`config.mk`:
```
export PLATFORM = sky130hd
export DESIGN_NAME = display_scan_controller
export DESIGN_NICKNAME = d
export VERILOG_FILES = /design/src/rtl/display_scan_controller_pkg.sv /design/src/rtl/display_scan_controller_scan_prescaler.sv /design/src/rtl/display_scan_controller.sv
export SDC_FILE = /design/constraint.sdc
export NUM_CORES = 1
export LEC_CHECK = 0
export CORE_MARGIN = 2
export CORE_UTILIZATION = 60
export CTS_BUF_LIST = sky130_fd_sc_hd__clkbuf_2 sky130_fd_sc_hd__clkbuf_4 sky130_fd_sc_hd__clkbuf_8
export DETAILED_ROUTE_END_ITERATION = 10
export PLACE_DENSITY = 0.87
export SLEW_MARGIN = 25
export SYNTH_ARGS = -nofsm -noshare
export SYNTH_HDL_FRONTEND = slang
export SYNTH_SLANG_ARGS = --single-unit
```
`constraint.sdc`:
```
create_clock -name clk -period 6.3 [get_ports clk]
set_clock_uncertainty 0.2 [all_clocks]
set_input_delay 1.26 -clock clk [delete_from_list [all_inputs] [get_ports clk]]
set_output_delay 1.26 -clock clk [all_outputs]
set_load 0.05 [all_outputs]
```
`src/rtl/display_scan_controller_pkg.sv`:
```
// ---------------------------------------------------------------------------
// display_pkg
// Shared definitions for the multiplexed seven-segment display scanner.
//   scan_state_t   : scan FSM states (IDLE, BLANK, DRIVE)
//   BCD_W          : width of one BCD nibble
//   MAX_DIGITS     : largest digit count the helper function handles
//   lz_digit_shown : leading-zero suppression decision for one digit
// ---------------------------------------------------------------------------
package display_pkg;

    typedef enum logic [1:0] {
        IDLE  = 2'd0,
        BLANK = 2'd1,
        DRIVE = 2'd2
    } scan_state_t;

    localparam int BCD_W      = 4;
    localparam int MAX_DIGITS = 16;
    localparam int LZ_VALUE_W = BCD_W * MAX_DIGITS;

    // A digit is shown when blanking is off, when it is digit 0, or when it
    // or any more significant digit (below n) holds a non-zero nibble.
    function automatic logic lz_digit_shown(
        input logic [LZ_VALUE_W-1:0] v,
        input int                    digit,
        input int                    n,
        input logic                  lz
    );
        logic any_nonzero;
        any_nonzero = 1'b0;
        for (int j = 0; j < MAX_DIGITS; j++) begin
            if ((j >= digit) && (j < n) && (v[j*BCD_W +: BCD_W] != '0)) begin
                any_nonzero = 1'b1;
            end
        end
        return (!lz) || (digit == 0) || any_nonzero;
    endfunction

endpackage

```
`src/rtl/display_scan_controller_scan_prescaler.sv`:
```
// ---------------------------------------------------------------------------
// scan_prescaler
// Per-slot cycle counter for the display scanner. Counts 0..SCAN_DIV-1 while
// run is high and wraps at the end of each slot; held at 0 while run is low.
//   clk        : system clock
//   rst        : synchronous active-high reset
//   run        : count enable; low clears the counter
//   blank_done : high on the last guard cycle of the slot
//   slot_done  : high on the last cycle of the slot
// ---------------------------------------------------------------------------
module scan_prescaler
    import display_pkg::*;
#(
    parameter int SCAN_DIV     = 50000,
    parameter int BLANK_CYCLES = 500
) (
    input  logic clk,
    input  logic rst,
    input  logic run,
    output logic blank_done,
    output logic slot_done
);

    localparam int CW = $clog2(SCAN_DIV);
    localparam logic [CW-1:0] BLANK_LAST = CW'(BLANK_CYCLES - 1);
    localparam logic [CW-1:0] SLOT_LAST  = CW'(SCAN_DIV - 1);

    logic [CW-1:0] count_reg;
    logic [CW-1:0] count_next;

    assign blank_done = (count_reg == BLANK_LAST);
    assign slot_done  = (count_reg == SLOT_LAST);

    always_comb begin
        count_next = count_reg + CW'(1);
        if (!run || slot_done) begin
            count_next = '0;
        end
    end

    always_ff @(posedge clk) begin
        if (rst) begin
            count_reg <= '0;
        end else begin
            count_reg <= count_next;
        end
    end

endmodule

```
`src/rtl/display_scan_controller.sv`:
```
// ---------------------------------------------------------------------------
// display_scan_controller
// Time-multiplexes one BCD-to-seven-segment decoder across DIGITS digits.
// A packed BCD value (and the leading-zero setting) is captured once per
// frame; each digit slot starts with BLANK_CYCLES dark cycles, then lights
// that digit's common line for the rest of the slot.
//   clk         : system clock
//   rst         : synchronous active-high reset
//   en          : scan enable; low forces everything dark and idle
//   lz_blank    : leading-zero blanking enable (captured at frame start)
//   value       : packed BCD, nibble i is digit i (digit 0 least significant)
//   bcd         : nibble presented to the shared decoder
//   digit_en    : one-hot active-high digit common enables
//   frame_start : one-cycle pulse in the cycle after a snapshot is taken
// All outputs decode from registers only.
// ---------------------------------------------------------------------------
module display_scan_controller
    import display_pkg::*;
#(
    parameter int DIGITS       = 4,
    parameter int SCAN_DIV     = 50000,
    parameter int BLANK_CYCLES = 500
) (
    input  logic                    clk,
    input  logic                    rst,
    input  logic                    en,
    input  logic                    lz_blank,
    input  logic [BCD_W*DIGITS-1:0] value,
    output logic [BCD_W-1:0]        bcd,
    output logic [DIGITS-1:0]       digit_en,
    output logic                    frame_start
);

    localparam int IDX_W = $clog2(DIGITS);
    localparam logic [IDX_W-1:0] IDX_LAST = IDX_W'(DIGITS - 1);

    scan_state_t             state_reg, state_next;
    logic [IDX_W-1:0]        idx_reg, idx_next;
    logic [BCD_W*DIGITS-1:0] snap_reg, snap_next;
    logic                    lz_snap_reg, lz_snap_next;
    logic                    frame_start_reg, frame_start_next;

    logic                    blank_done;
    logic                    slot_done;
    logic                    prescale_run;
    logic [LZ_VALUE_W-1:0]   snap_ext;
    logic [BCD_W-1:0]        nibble [DIGITS];
    logic [DIGITS-1:0]       shown;

    // The counter only runs while a slot is in progress, so it is already
    // zero on the first BLANK cycle of a fresh frame.
    assign prescale_run = en && (state_reg != IDLE);

    scan_prescaler #(
        .SCAN_DIV     (SCAN_DIV),
        .BLANK_CYCLES (BLANK_CYCLES)
    ) u_prescaler (
        .clk        (clk),
        .rst        (rst),
        .run        (prescale_run),
        .blank_done (blank_done),
        .slot_done  (slot_done)
    );

    always_comb begin
        state_next       = state_reg;
        idx_next         = idx_reg;
        snap_next        = snap_reg;
        lz_snap_next     = lz_snap_reg;
        frame_start_next = 1'b0;
        if (!en) begin
            state_next = IDLE;
            idx_next   = '0;
        end else begin
            case (state_reg)
                IDLE: begin
                    state_next       = BLANK;
                    idx_next         = '0;
                    snap_next        = value;
                    lz_snap_next     = lz_blank;
                    frame_start_next = 1'b1;
                end
                BLANK: begin
                    if (blank_done) begin
                        state_next = DRIVE;
                    end
                end
                DRIVE: begin
                    if (slot_done) begin
                        state_next = BLANK;
                        if (idx_reg == IDX_LAST) begin
                            // Frame boundary: new snapshot, same as frame start.
                            idx_next         = '0;
                            snap_next        = value;
                            lz_snap_next     = lz_blank;
                            frame_start_next = 1'b1;
                        end else begin
                            idx_next = idx_reg + IDX_W'(1);
                        end
                    end
                end
                default: begin
                    state_next = IDLE;
                    idx_next   = '0;
                end
            endcase
        end
    end

    always_ff @(posedge clk) begin
        if (rst) begin
            state_reg       <= IDLE;
            idx_reg         <= '0;
            snap_reg        <= '0;
            lz_snap_reg     <= 1'b0;
            frame_start_reg <= 1'b0;
        end else begin
            state_reg       <= state_next;
            idx_reg         <= idx_next;
            snap_reg        <= snap_next;
            lz_snap_reg     <= lz_snap_next;
            frame_start_reg <= frame_start_next;
        end
    end

    assign snap_ext = LZ_VALUE_W'(snap_reg);

    // Per-digit nibble extraction, suppression and common-line decode.
    for (genvar gi = 0; gi < DIGITS; gi++) begin : g_digit
        assign nibble[gi]   = snap_reg[gi*BCD_W +: BCD_W];
        assign shown[gi]    = lz_digit_shown(snap_ext, gi, DIGITS, lz_snap_reg);
        assign digit_en[gi] = (state_reg == DRIVE) && (idx_reg == IDX_W'(gi)) && shown[gi];
    end

    // idx and snap only change on BLANK entry, so bcd is steady through DRIVE.
    assign bcd         = (state_reg == IDLE) ? '0 : nibble[idx_reg];
    assign frame_start = frame_start_reg;

endmodule

```
; ---- Word level (Yosys, flattened, before mapping)
; Cells that the tools add are included.
[word_totals]
register_bits = 38
out_inout_bits = 9
word_cells = 73
[op_classes]
add_sub_neg = 2
n_lt_le_gt_ge = 1
n_eq_ne = 10
muxes = 25
bitwise_logic = 3
reduce_logical = 26
[ops]
columns = cell, n
row1 = $mux W16, 2
row2 = $pmux W16 S2, 1
row3 = $add A16 B1 Y16 const B, 1
row4 = $eq A16 B16 Y1 const B, 1
row5 = $eq A16 B9 Y1 const B, 1
row6 = $mux W4, 3
row7 = $reduce_bool A4 Y1, 3
row8 = $mux W1, 10
row9 = $bmux W4 S2, 1
row10 = $logic_and A1 B1 Y1, 8
row11 = $mux W2, 4
row12 = $eq A2 B2 Y1 const B, 3
row13 = $pmux W2 S3, 1
row14 = $eq A2 B1 Y1 const B, 2
row15 = $logic_not A2 Y1, 2
row16 = $logic_or A1 B1 Y1, 4
row17 = $ne A2 B1 Y1 const B, 2
row18 = $pmux W1 S2, 2
row19 = $pmux W2 S2, 1
row20 = $reduce_and A2 Y1, 2
row21 = $reduce_and A4 Y1, 1
row22 = $reduce_bool A2 Y1, 2
row23 = $reduce_or A2 Y1, 2
row24 = $ge A3 B3 Y1 const B, 1
row25 = other kinds (5), 7

; ---- Logic depth before layout (Yosys ltp)
[depth]
word_depth = 6
ltp_mapped = 7

; ---- Hierarchy
; From an unflattened synthesis, not the netlist that was laid out.
[unflattened]
hier_cells = 210
hier_area_um2 = 1994.4
[modules_own_cells]
columns = mod, instances, cells_per_inst, area_per_inst_um2, seq_area_each_um2
row1 = display_scan_controller, 1, 126, 1246.2, 440.4
row2 = scan_prescaler, 1, 84, 748.2, 320.3

; ---- Least setup slack after synthesis
; OpenSTA, ideal clock, no wires.
[synth_timing]
path_kind = reg2out
startpoint = register state_reg[1]
endpoint = output digit_en[3]
arrival_time_ns = 1.683
t_required_ns = 4.840
path_slack_ns = 3.157
path_stages_with_launch = 5
n_path_buf = 1
path_cell_list = dfxtp_1 -> clkbuf_8 -> nor2b_1 -> nand2_1 -> a31oi_1
[synth_between]
elab_chain_cells = 3
[synth_lines]
columns = element, line
row1 = "start, declared", display_scan_controller.sv:37  ; scan_state_t state_reg, state_next;
row2 = "start signal, assigned", display_scan_controller.sv:118  ; state_reg <= state_next;
row3 = $eq A2 B2 Y1, display_scan_controller.sv:132  ; assign digit_en[gi] = (state_reg == DRIVE) && (idx_reg == IDX_W'(gi)) && shown[gi];
row4 = $logic_and A1 B1 Y1 (2 in a row), display_scan_controller.sv:132
row5 = "end, declared", display_scan_controller.sv:30  ; output logic [DIGITS-1:0] digit_en,
; No other way between the ends.

; ---- Final worst setup path
; Same ends and word-level chain as after synthesis.

==> reports/metrics.csv <==
metric;value;unit
outcome;finished, final reports clean;
vias;1745;
dieArea;3817;µm²
cts_htree_levels;2;
combinationalPowerShare;9.4;%
multi_input_area;1092;µm²
startpoint_type;flop;
cp_slowest_cell;clkdlybuf4s50_1;
cts-root-buf;clkbuf_4;
crit_arrival;2.43;ns
synth_most_common_cell;dfxtp_1;
firstDrtPassIters;6;
p_sw_share;25.30;%
slew_viol_final;0;
stdcell_count;288;
ir_drop;137.1;µV
fin_area;2275;µm²
slew_headroom;40.64;%
yosys.area.top_type_share;37.98;%
clockPowerShare;31.9;%
layout_min_cycle_time;3.893;ns
hold_slack;0.2790;ns
routedWlPerCell;14.91;µm
max_freq;256.8;MHz
drc;0;
synth.avg_cell_area;9.023;µm²
worstSkewPairLatency;0.35;ns
setup.worst_path.end_class;output port;
cp.buffers_inverters;1;
fill_cells;263;
synthArstFlopShare;0;%
seq_area_frac_synth;37.98;%
die_x;61.78;µm
syn_area;2003;µm²
p_per_area;189.5;nW/µm²
antenna_cells;0;
dpl.hpwl;2980;µm
syn-instance-count;222;
drv_cap;0;
grt_pass1_wl;6962;µm
wirelength;4294;µm
die_y;61.78;µm
fin_crit_sh;61.80;%
worstMarginPinSlew;0.8874;ns
start_util;64.56;%
drt_iter0_drc;113;
seq_area;760.7;µm²
numPortBuffers;28;
path_delay_family;buffers and inverters;
path_class;flop to output port;
cp_cell_sequence;nor2b_1 > nand2_1 > a31oi_1 > clkdlybuf4s50_1;
grt_pass1_vias;1567;
pwr-share-seq;58.7;%
hold_path_class;flop to flop;
boundaryPins;29;
setup_tns;0;ns
finalWeightedCongestion;0.8013;
cts_tree;built;
final_layout_size_suffix_gt1_share;6.557;%
synth_area_leader_cell;dfxtp_1;
grt_usage;24.76;%
final_nets;268;
synth_enable_flop_cells;0;
overflow;0;
hold_viol;0;
leakage;0.7007;nW
syn2layout_area_growth;13.55;%
clkTransAtPathRegs;0.11;ns
place_area;2211;µm²
postRouteAntennaNets;0;
synthTopCellsByArea;dfxtp_1 38%, nand3_1 6.0%, xnor2_1 5.7%;
cts_resized;0;
cts_setup_buffers;0;
core-area;3103;µm²
critPathRequiredTime;4.84;ns
antenna_found_initial;0;
finalSetupViolations;0;
switching_power;0.0001091;W
p_int;0.0003219;W
cp_max_fo;12;
clock_path_buffers;2;
synth_cell_types;45;
rsz0062_at_grt;false;
slowest_delay;0.82;ns
dp_cells;280;
cts_buffers;5;
synth_fp_nets;247;
vias_per_cell;6.059;
cts.sinks;38;
ctsHoldBuffers;0;
ys_top_cells_by_count;38 x dfxtp_1, 25 x nor2_1, 24 x nand3_1;
grt_max_degree;20;
synth_warnings;0;
ys_ff_latch;38;
ys.flop_type;dfxtp_1;
row_count;20;
==> power by group through the flow <==
stage / combinational (W) / clock, W / sequential (W)
after detailed placement: 0.0000402 / 0 / 0.000258
after CTS: 0.0000404 / 0.000140 / 0.000253
final: 0.0000407 / 0.000138 / 0.000253
after floorplan: 0.0000261 / 0 / 0.000257
after global placement: 0.0000394 / 0 / 0.000258
after global routing: 0.0000440 / 0.000147 / 0.000254
==> area by class of cell <==
cell class / count / area share [%]
multi-input combinational: 164 / 48.02
sequential: 38 / 33.44
timing repair buffer: 28 / 12.32
tap: 44 / 2.420
clock buffer: 6 / 2.255
inverter: 6 / 0.9901
clock inverter: 2 / 0.5501
==> path summary, 6_finish.rpt <==
kind | slack (ns) | cells after the start | from | endpoint
setup / recovery | 2.41 | 4 | state_reg[1] | digit_en[3]
hold / removal | 0.28 | 1 | u_prescaler.count_reg[0] | u_prescaler.count_reg[0]
setup reg to reg | 3.84 | 5 | u_prescaler.count_reg[0] | snap_reg[0]
hold reg to reg | 0.28 | 1 | u_prescaler.count_reg[0] | u_prescaler.count_reg[0]
==> logic make-up after synthesis <==
family | after synthesis | share of synthesized area, %
compound gates | 42 | 12.87
xor+xnor | 14 | 6.121
fa+ha+maj | 5 | 3.123
buf+inv | 20 | 7.495
flops | 38 | 37.98
mux | 4 | 4.497
simple gates | 99 | 27.92
==> metrics by stage <==
stage          setup slack, ns  power [W]  util [%]
5_1_grt                  2.249  0.0004446     73.31
3_3_place_gp             2.809  0.0002975     71.25
3_5_place_dp             2.801  0.0002983     71.25
6_report                 2.407  0.0004310     73.31
4_1_cts                  2.419  0.0004330     73.31
2_1_floorplan            3.157  0.0002827         -
==> cell usage in the layout (no fill, tap or decap), drive strengths merged, types with 3 or more instances in the layout <==
master	instances
clkdlybuf4s50	28
nand2b	3
nor4	8
dfxtp	38
xnor2	13
or4	3
mux4	4
a21oi	17
nand3	25
inv	6
nand2	6
nor3	4
clkbuf	6
o21ai	17
nor2	25
ha	5
nor2b	6
nand4	7
nand4b	4
==> worst reg2reg max path, delay by kind of cell (launching register included) <==
kind | cells | cell delay, ns
and+or+nand+nor | 2 | 0.47
DFF | 1 | 0.39
adders and majority gates | 1 | 0.25
AOI/OAI and AO/OA | 2 | 1.09
==> per-layer routing <==
metal	vias to the layer above	share of wire, %	track usage, %
met1	810	41	31.91
met5	-	0	0
met4	0	1.7	8.815
met2	83	50	40.15
met3	10	7.8	6.625
li1	842	-	-
No activity file was read; power rests on OpenSTA's default activity.
